`src/rtl/alu_op_sequencer.sv`:
```
// alu_op_sequencer: command-driven controller for an external W-bit ALU.
// Accepts one operation per command handshake, registers the ALU inputs,
// waits ALU_LAT extra cycles, captures y/carry and returns them on the
// result channel. An accumulator holds the last accepted result so
// operations can be chained without resending operand A.
//
// Handshakes: a transfer happens on a rising edge where both valid and
// ready are high. A producer holding valid keeps its payload stable until
// that edge; valid never depends on ready. cmd_ready is high only in IDLE,
// res_valid is high only in RESP.
module alu_op_sequencer #(
    parameter int W       = 8,
    parameter int ALU_LAT = 0,
    parameter int CNT_W   = 16
) (
    input  logic             clk,
    input  logic             rst_n,
    input  logic             cmd_valid,
    output logic             cmd_ready,
    input  logic [W-1:0]     cmd_a,
    input  logic [W-1:0]     cmd_b,
    input  logic [2:0]       cmd_op,
    input  logic             cmd_use_acc,
    output logic [W-1:0]     alu_a,
    output logic [W-1:0]     alu_b,
    output logic [2:0]       alu_s,
    input  logic [W-1:0]     alu_y,
    input  logic             alu_carry,
    output logic             res_valid,
    input  logic             res_ready,
    output logic [W-1:0]     res_y,
    output logic             res_carry,
    output logic             busy,
    output logic [CNT_W-1:0] op_count
);

    localparam int LAT_W = (ALU_LAT > 0) ? $clog2(ALU_LAT + 1) : 1;

    typedef enum logic [1:0] {
        IDLE = 2'd0,
        EXEC = 2'd1,
        RESP = 2'd2
    } state_t;

    state_t           state;
    state_t           state_nxt;
    logic [LAT_W-1:0] lat_cnt;
    logic [W-1:0]     acc;
    logic             accept;
    logic             lat_done;
    logic             res_done;

    assign accept   = cmd_valid && cmd_ready;
    assign lat_done = (state == EXEC) && (lat_cnt == LAT_W'(ALU_LAT));
    assign res_done = res_valid && res_ready;

    // State register.
    always_ff @(posedge clk or negedge rst_n) begin
        if (!rst_n) begin
            state <= IDLE;
        end else begin
            state <= state_nxt;
        end
    end

    // Next-state logic plus the state-decoded outputs cmd_ready and busy.
    always_comb begin
        state_nxt = state;
        cmd_ready = 1'b0;
        busy      = 1'b1;
        case (state)
            IDLE: begin
                cmd_ready = 1'b1;
                busy      = 1'b0;
                if (cmd_valid) begin
                    state_nxt = EXEC;
                end
            end
            EXEC: begin
                if (lat_done) begin
                    state_nxt = RESP;
                end
            end
            RESP: begin
                if (res_ready) begin
                    state_nxt = IDLE;
                end
            end
            default: begin
                state_nxt = IDLE;
            end
        endcase
    end

    // ALU operand registers: loaded only on accept, held through EXEC/RESP
    // so the ALU sees stable inputs until the next command.
    always_ff @(posedge clk or negedge rst_n) begin
        if (!rst_n) begin
            alu_a <= '0;
            alu_b <= '0;
            alu_s <= '0;
        end else if (accept) begin
            alu_a <= cmd_use_acc ? acc : cmd_a;
            alu_b <= cmd_b;
            alu_s <= cmd_op;
        end
    end

    // Latency counter: cleared on accept, counts EXEC cycles until ALU_LAT.
    always_ff @(posedge clk or negedge rst_n) begin
        if (!rst_n) begin
            lat_cnt <= '0;
        end else if (accept) begin
            lat_cnt <= '0;
        end else if ((state == EXEC) && !lat_done) begin
            lat_cnt <= lat_cnt + LAT_W'(1);
        end
    end

    // Result capture and hold: y/carry taken as-is when the wait expires,
    // kept stable until the consumer takes them.
    always_ff @(posedge clk or negedge rst_n) begin
        if (!rst_n) begin
            res_y     <= '0;
            res_carry <= 1'b0;
            res_valid <= 1'b0;
        end else if (lat_done) begin
            res_y     <= alu_y;
            res_carry <= alu_carry;
            res_valid <= 1'b1;
        end else if (res_done) begin
            res_valid <= 1'b0;
        end
    end

    // Accumulator and completion counter advance only on a result handshake.
    always_ff @(posedge clk or negedge rst_n) begin
        if (!rst_n) begin
            acc      <= '0;
            op_count <= '0;
        end else if (res_done) begin
            acc      <= res_y;
            op_count <= op_count + CNT_W'(1);
        end
    end

endmodule

```
`config.mk`:
```
export PLATFORM = sky130hd
export DESIGN_NAME = alu_op_sequencer
export DESIGN_NICKNAME = d
export VERILOG_FILES = /design/src/rtl/alu_op_sequencer.sv
export SDC_FILE = /design/constraint.sdc
export NUM_CORES = 1
export LEC_CHECK = 0
export BUFFER_PORTS_ARGS = -buffer_cell sky130_fd_sc_hd__buf_4
export CORE_ASPECT_RATIO = 0.5
export CORE_MARGIN = 8
export CORE_UTILIZATION = 49
export DETAILED_ROUTE_END_ITERATION = 10
export PLACE_DENSITY = 0.88
export SYNTH_ARGS = -nofsm -noshare
export SYNTH_HDL_FRONTEND = slang
export SYNTH_SLANG_ARGS = --single-unit
```
`constraint.sdc`:
```
create_clock -name clk -period 1.6 [get_ports clk]
set_input_delay 0.08 -clock clk [delete_from_list [all_inputs] [get_ports clk]]
set_output_delay 0.08 -clock clk [all_outputs]
set_load 0.1 [all_outputs]
```
Word level (Yosys, flattened, before mapping)
Index checks and enable logic that the tools add are counted.

word-level totals
  bits in registers = 56
  bits in latches = 0
  RAM bits = 0
  bits in read-only memories = 0
  bits of input ports = 33
  output and inout bits = 47
  word-level logic and storage cells = 38
  memories kept = 0

operators by class
  add/sub/neg operators = 2
  multipliers = 0
  div/mod/pow operators = 0
  $lt $le $gt $ge = 0
  eq/ne operators = 5
  shift operators = 0
  mux-type cells = 11
  bitwise operators = 1
  reductions and logical operators = 9

operators with widths
  cell                                                              number
  16-bit by 1-bit adder with 16-bit output (second input constant)  1
  8-bit 2-to-1 mux                                                  1
  1-bit 2-to-1 mux                                                  6
  2-bit 2-to-1 mux                                                  3
  2-bit != test (second input constant)                             3
  2-bit one-hot mux with 3 select lines                             1
  1-bit logical AND                                                 4
  2-bit nonzero test                                                2
  3-bit AND reduction                                               1
  2-bit by 1-bit == test with 1-bit output (second input constant)  1
  2-bit == test (second input constant)                             1
  2-bit logical NOT                                                 1
  1-bit adder (second input constant)                               1
  1-bit logical NOT                                                 1
  1-bit NOT                                                         1

Depth between registers and ports, before layout
  word-level depth = 6
  gate-level depth with buffers = 7
  depth with buffers taken out = 5

Worst setup path after synthesis
No wires, ideal clock.

  kind = register -> register
  from = register op_count[0]
  to = register op_count[12]
  setup time = 158 ps
  arrival time = 2,038 ps
  data required time = 1,442 ps
  path slack = -596 ps
  cell stages (with the launch flop) = 6
  path buffers = 0
  period minus slack after synthesis = 2,196 ps
  cell sequence = dfrtp_1 ha_1 nand3_1 nor4_2 nand3_1 xnor2_1

on the way
  cells in the longest elaborated chain, start to end = 1

RTL lines
  item                                      RTL line  text
  start, declared                           34        output logic [CNT_W-1:0] op_count
  start signal, assigned                    143       op_count <= op_count + CNT_W'(1);
  16-bit by 1-bit adder with 16-bit output  143

No other way between the ends.
A chain may end at the register's enable or synchronous reset.

Worst setup path after layout
  from = register state[1]
  to = register alu_b[2]

on the way
  cells in the longest elaborated chain, start to end = 3

RTL lines
  item                    RTL line  text
  start, declared         45        state_t state;
  start signal, assigned  62        state <= state_nxt;
  2-bit logical NOT       71        case (state)
  1-bit 2-to-1 mux        71
  1-bit logical AND       53        assign accept = cmd_valid && cmd_ready;
  end signal, assigned    104       alu_b <= cmd_b;
  end, declared           25        output logic [W-1:0] alu_b,

No other way between the ends.

==> metrics.md <==
| Metric | Value |
|---|---|
| Status | completed |
| Most frequent cells in the layout | 83 x buf_4, 42 x dfrtp_1, 25 x mux2_2, 15 x dlygate4sd3_1 |
| Num CTS Buffers | 5 |
| Worst-path clk slew | about 0.1 ns |
| Drt wl/cell | between 15 and 20 µm |
| Final number of max-transition violations | 0 |
| Max Clk Rate | about 0.66 GHz |
| Die Height | roughly 64 µm |
| Syn nets | 201 |
| Ys flop type | dfrtp_1 |
| Worst-Margin Slew | 0.697 ns |
| WS Path Type | reg -> reg |
| Via count | roughly 1,600 |
| Post-layout net count | 301 |
| Area Overhead vs Synth | 42.6% |
| Fillers | between 300 and 400 |
| Buf/Inv on CP | 1 |
| Detail Placement HPWL | approximately 4000 µm |
| Endpoint arrival time on the critical path | 1.73 ns |
| Clock Skew | 0.0123 ns |
| Vias/cell | 5.03 |
| Placed Cells | between 300 and 400 |
| Post-synth top area cell | dfrtp_1 |
| First-pass iteration count of the detailed router | 4 |
| Number of global-route vias before repair | around 1,800 |
| Clock Root Buffer | clkbuf_8 |
| Yosys top cell area share | roughly three fifths |
| Drc violations | 0 |
| Gr ovfl total | 0 |
| Async S/R FF share, synth | 100% |
| Critical Path Start Type | flip-flop |
| Number of H-tree levels | 2 |
| FP Rows | 17 |
| Adder-cell share of the synthesized area | less than 1% |
| Core area | approximately 4400 µm² |
| Initial antenna violation count | 0 |
| N_diodes | 0 |
| Post-CTS Setup Repair Bufs | 0 |
| Mapped Cells | roughly 170 |
| CTS sink cnt | 56 |
| I/O pins | 80 |
| Fin crit share | 95.4% |
| Compound-gate portion of the synthesized area | under 10% |
| Synth area leaders | dfrtp_1 61%, mux2_2 12%, xnor2_1 5.0%, mux2i_1 3.9%, mux2_4 2.6% |
| IO Port Bufs | 79 |
| Die area | slightly above 7000 µm² |
| Worst EP required | about 1.8 ns |
| Largest family of logic cells by synthesized area | multiplexers |
| Final ANT Viol Nets | 0 |
| Top delay family on crit path | simple AND/OR/NAND/NOR gates |
| Final Wtd Congestion | 0.722 |
| Final cell count without fillers | 325 |
| Unrepaired setup endpoints after global routing | no |
| Final setup viols | 0 |
| Clock tree buffer depth | 2 |
| Simple-gate share of the synthesized area | under 10% |
| Slew Limit Headroom | between 50% and 60% |
| Crit-path cells | or2_4 -> inv_12 -> and2_4 -> mux2_2 |
| First-pass GRT wire length | slightly above 9000 µm |
| Share of cells above drive strength 1 | between 50 and 60% |
| Die width | about 110 µm |
| Post-Route WL | 5620 µm |
| Mux cell area share after synthesis | a little under a fifth |
| CTS tree | yes |
| Pin count of the biggest net entering global routing | between 50 and 60 |
| Most common cell after layout, fill and taps aside | buf_4 |
| Max FO, Critical Path | 12 |
| Sequential-to-total area share from yosys stat | roughly three fifths |
| Clk_lat worst skew | about 0.31 ns |
| GRT Resource Usage Total | between 10% and 20% |
| Yosys warnings | 0 |
| Distinct cells, synth | 28 |
| Crit-path max cell delay | between 0.4 and 0.5 ns |
| Post-Syn Area | 2290 µm² |
| Post-synthesis xor/xnor area fraction | 5.74% |
| Hold Vio Cnt, Final | 0 |
| Register bit count reported by yosys | 56 |
| Avg Cell Area, Syn | around 14 µm² |
| Post-synth EDFFs | 0 |
| Final period demand of the worst path | between 1.5 and 2 ns |
| Initial core utilization | 51.5% |
| Worst min path class | in -> reg |
| Maxcap violations | 0 |
| Crit-path slowest cell | dfrtp_1 |
| CP Capture Type | flip-flop |
| Initial DRC Count | 17 |
[synth_stat cells (3+ instances only)]
cell / number
a21oi_1: 8
dfrtp_1: 56
inv_1: 3
mux2_2: 25
mux2_4: 4
mux2i_1: 9
nand2_1: 3
nand3_1: 10
nand4_1: 3
nor2_1: 13
xnor2_1: 13
[cell type report]
class                      instances  area (µm²)  area share (%)
multi-input combinational        101         838            25.7
sequential                        56        1440            44.2
clock inverter                     2        15.0           0.460
timing repair buffer              99         785            24.0
tap                               57        71.3            2.19
clock buffer                       6        82.6            2.53
inverter                           4        27.5           0.844
[routing by layer]
layer	part of all wire [%]	global-route usage [%]
met1	40	17.0
met2	54	28.7
met3	4.6	4.40
met4	2.2	6.66
met5	0	0
[flip-flops by register name, indices dropped and copies added (netlist names)]
| register | count |
|---|---|
| res_valid | 1 |
| res_y | 8 |
| alu_b | 8 |
| alu_a | 8 |
| op_count | 16 |
| lat_cnt | 1 |
| acc | 8 |
| res_carry | 1 |
| alu_s | 3 |
| state | 2 |
[through the flow]
step / hold slack (ns) / setup WS, ns / area, µm² / setup TNS [ns] / util (%)
finish: 0.00810 / 0.0744 / 3260 / 0 / 73.4
global route: 0.00471 / 0.0136 / 3260 / 0 / 73.4
CTS: 0.000492 / 0.0408 / 3250 / 0 / 73.1
detailed placement: 0.171 / 0.0402 / 3010 / 0 / 67.7
global placement: 0.155 / 0.138 / 3010 / 0 / 67.7
floorplan: -0.216 / -0.195 / 2360 / -1.70 / -
[cell families after synthesis]
logic type / after synthesis
simple gates: 36
fa+ha+maj: 1
mux: 38
compound gates: 11
buf+inv: 10
flops: 56
xor+xnor: 15
[repair_timing]
| item | CTS | global route |
|---|---|---|
| resized for setup | 0 | 1 |
| endpoints found under the setup margin | 0 | 4 |
| hold buffers | 14 | 1 |
| endpoints found under the hold margin | 69 | 1 |
[path summary, 6_finish.rpt]
path / cells past startpoint / slack (ns) / endpoint / startpoint
worst max-delay path: 4 / 0.07 / alu_b[2] / state[1]
worst min-delay path: 2 / 0.008 / alu_b[2] / cmd_b[2]
worst max register to register: 4 / 0.07 / alu_b[2] / state[1]
worst min register to register: 1 / 0.49 / op_count[15] / op_count[15]
max in group asynchronous: 2 / 0.72 / op_count[0] / rst_n
min in group asynchronous: 2 / 0.35 / op_count[9] / rst_n
Power is left out: the tool's default activity adds up to more than one toggle a clock period on the data nets, which glitch-free logic cannot reach.
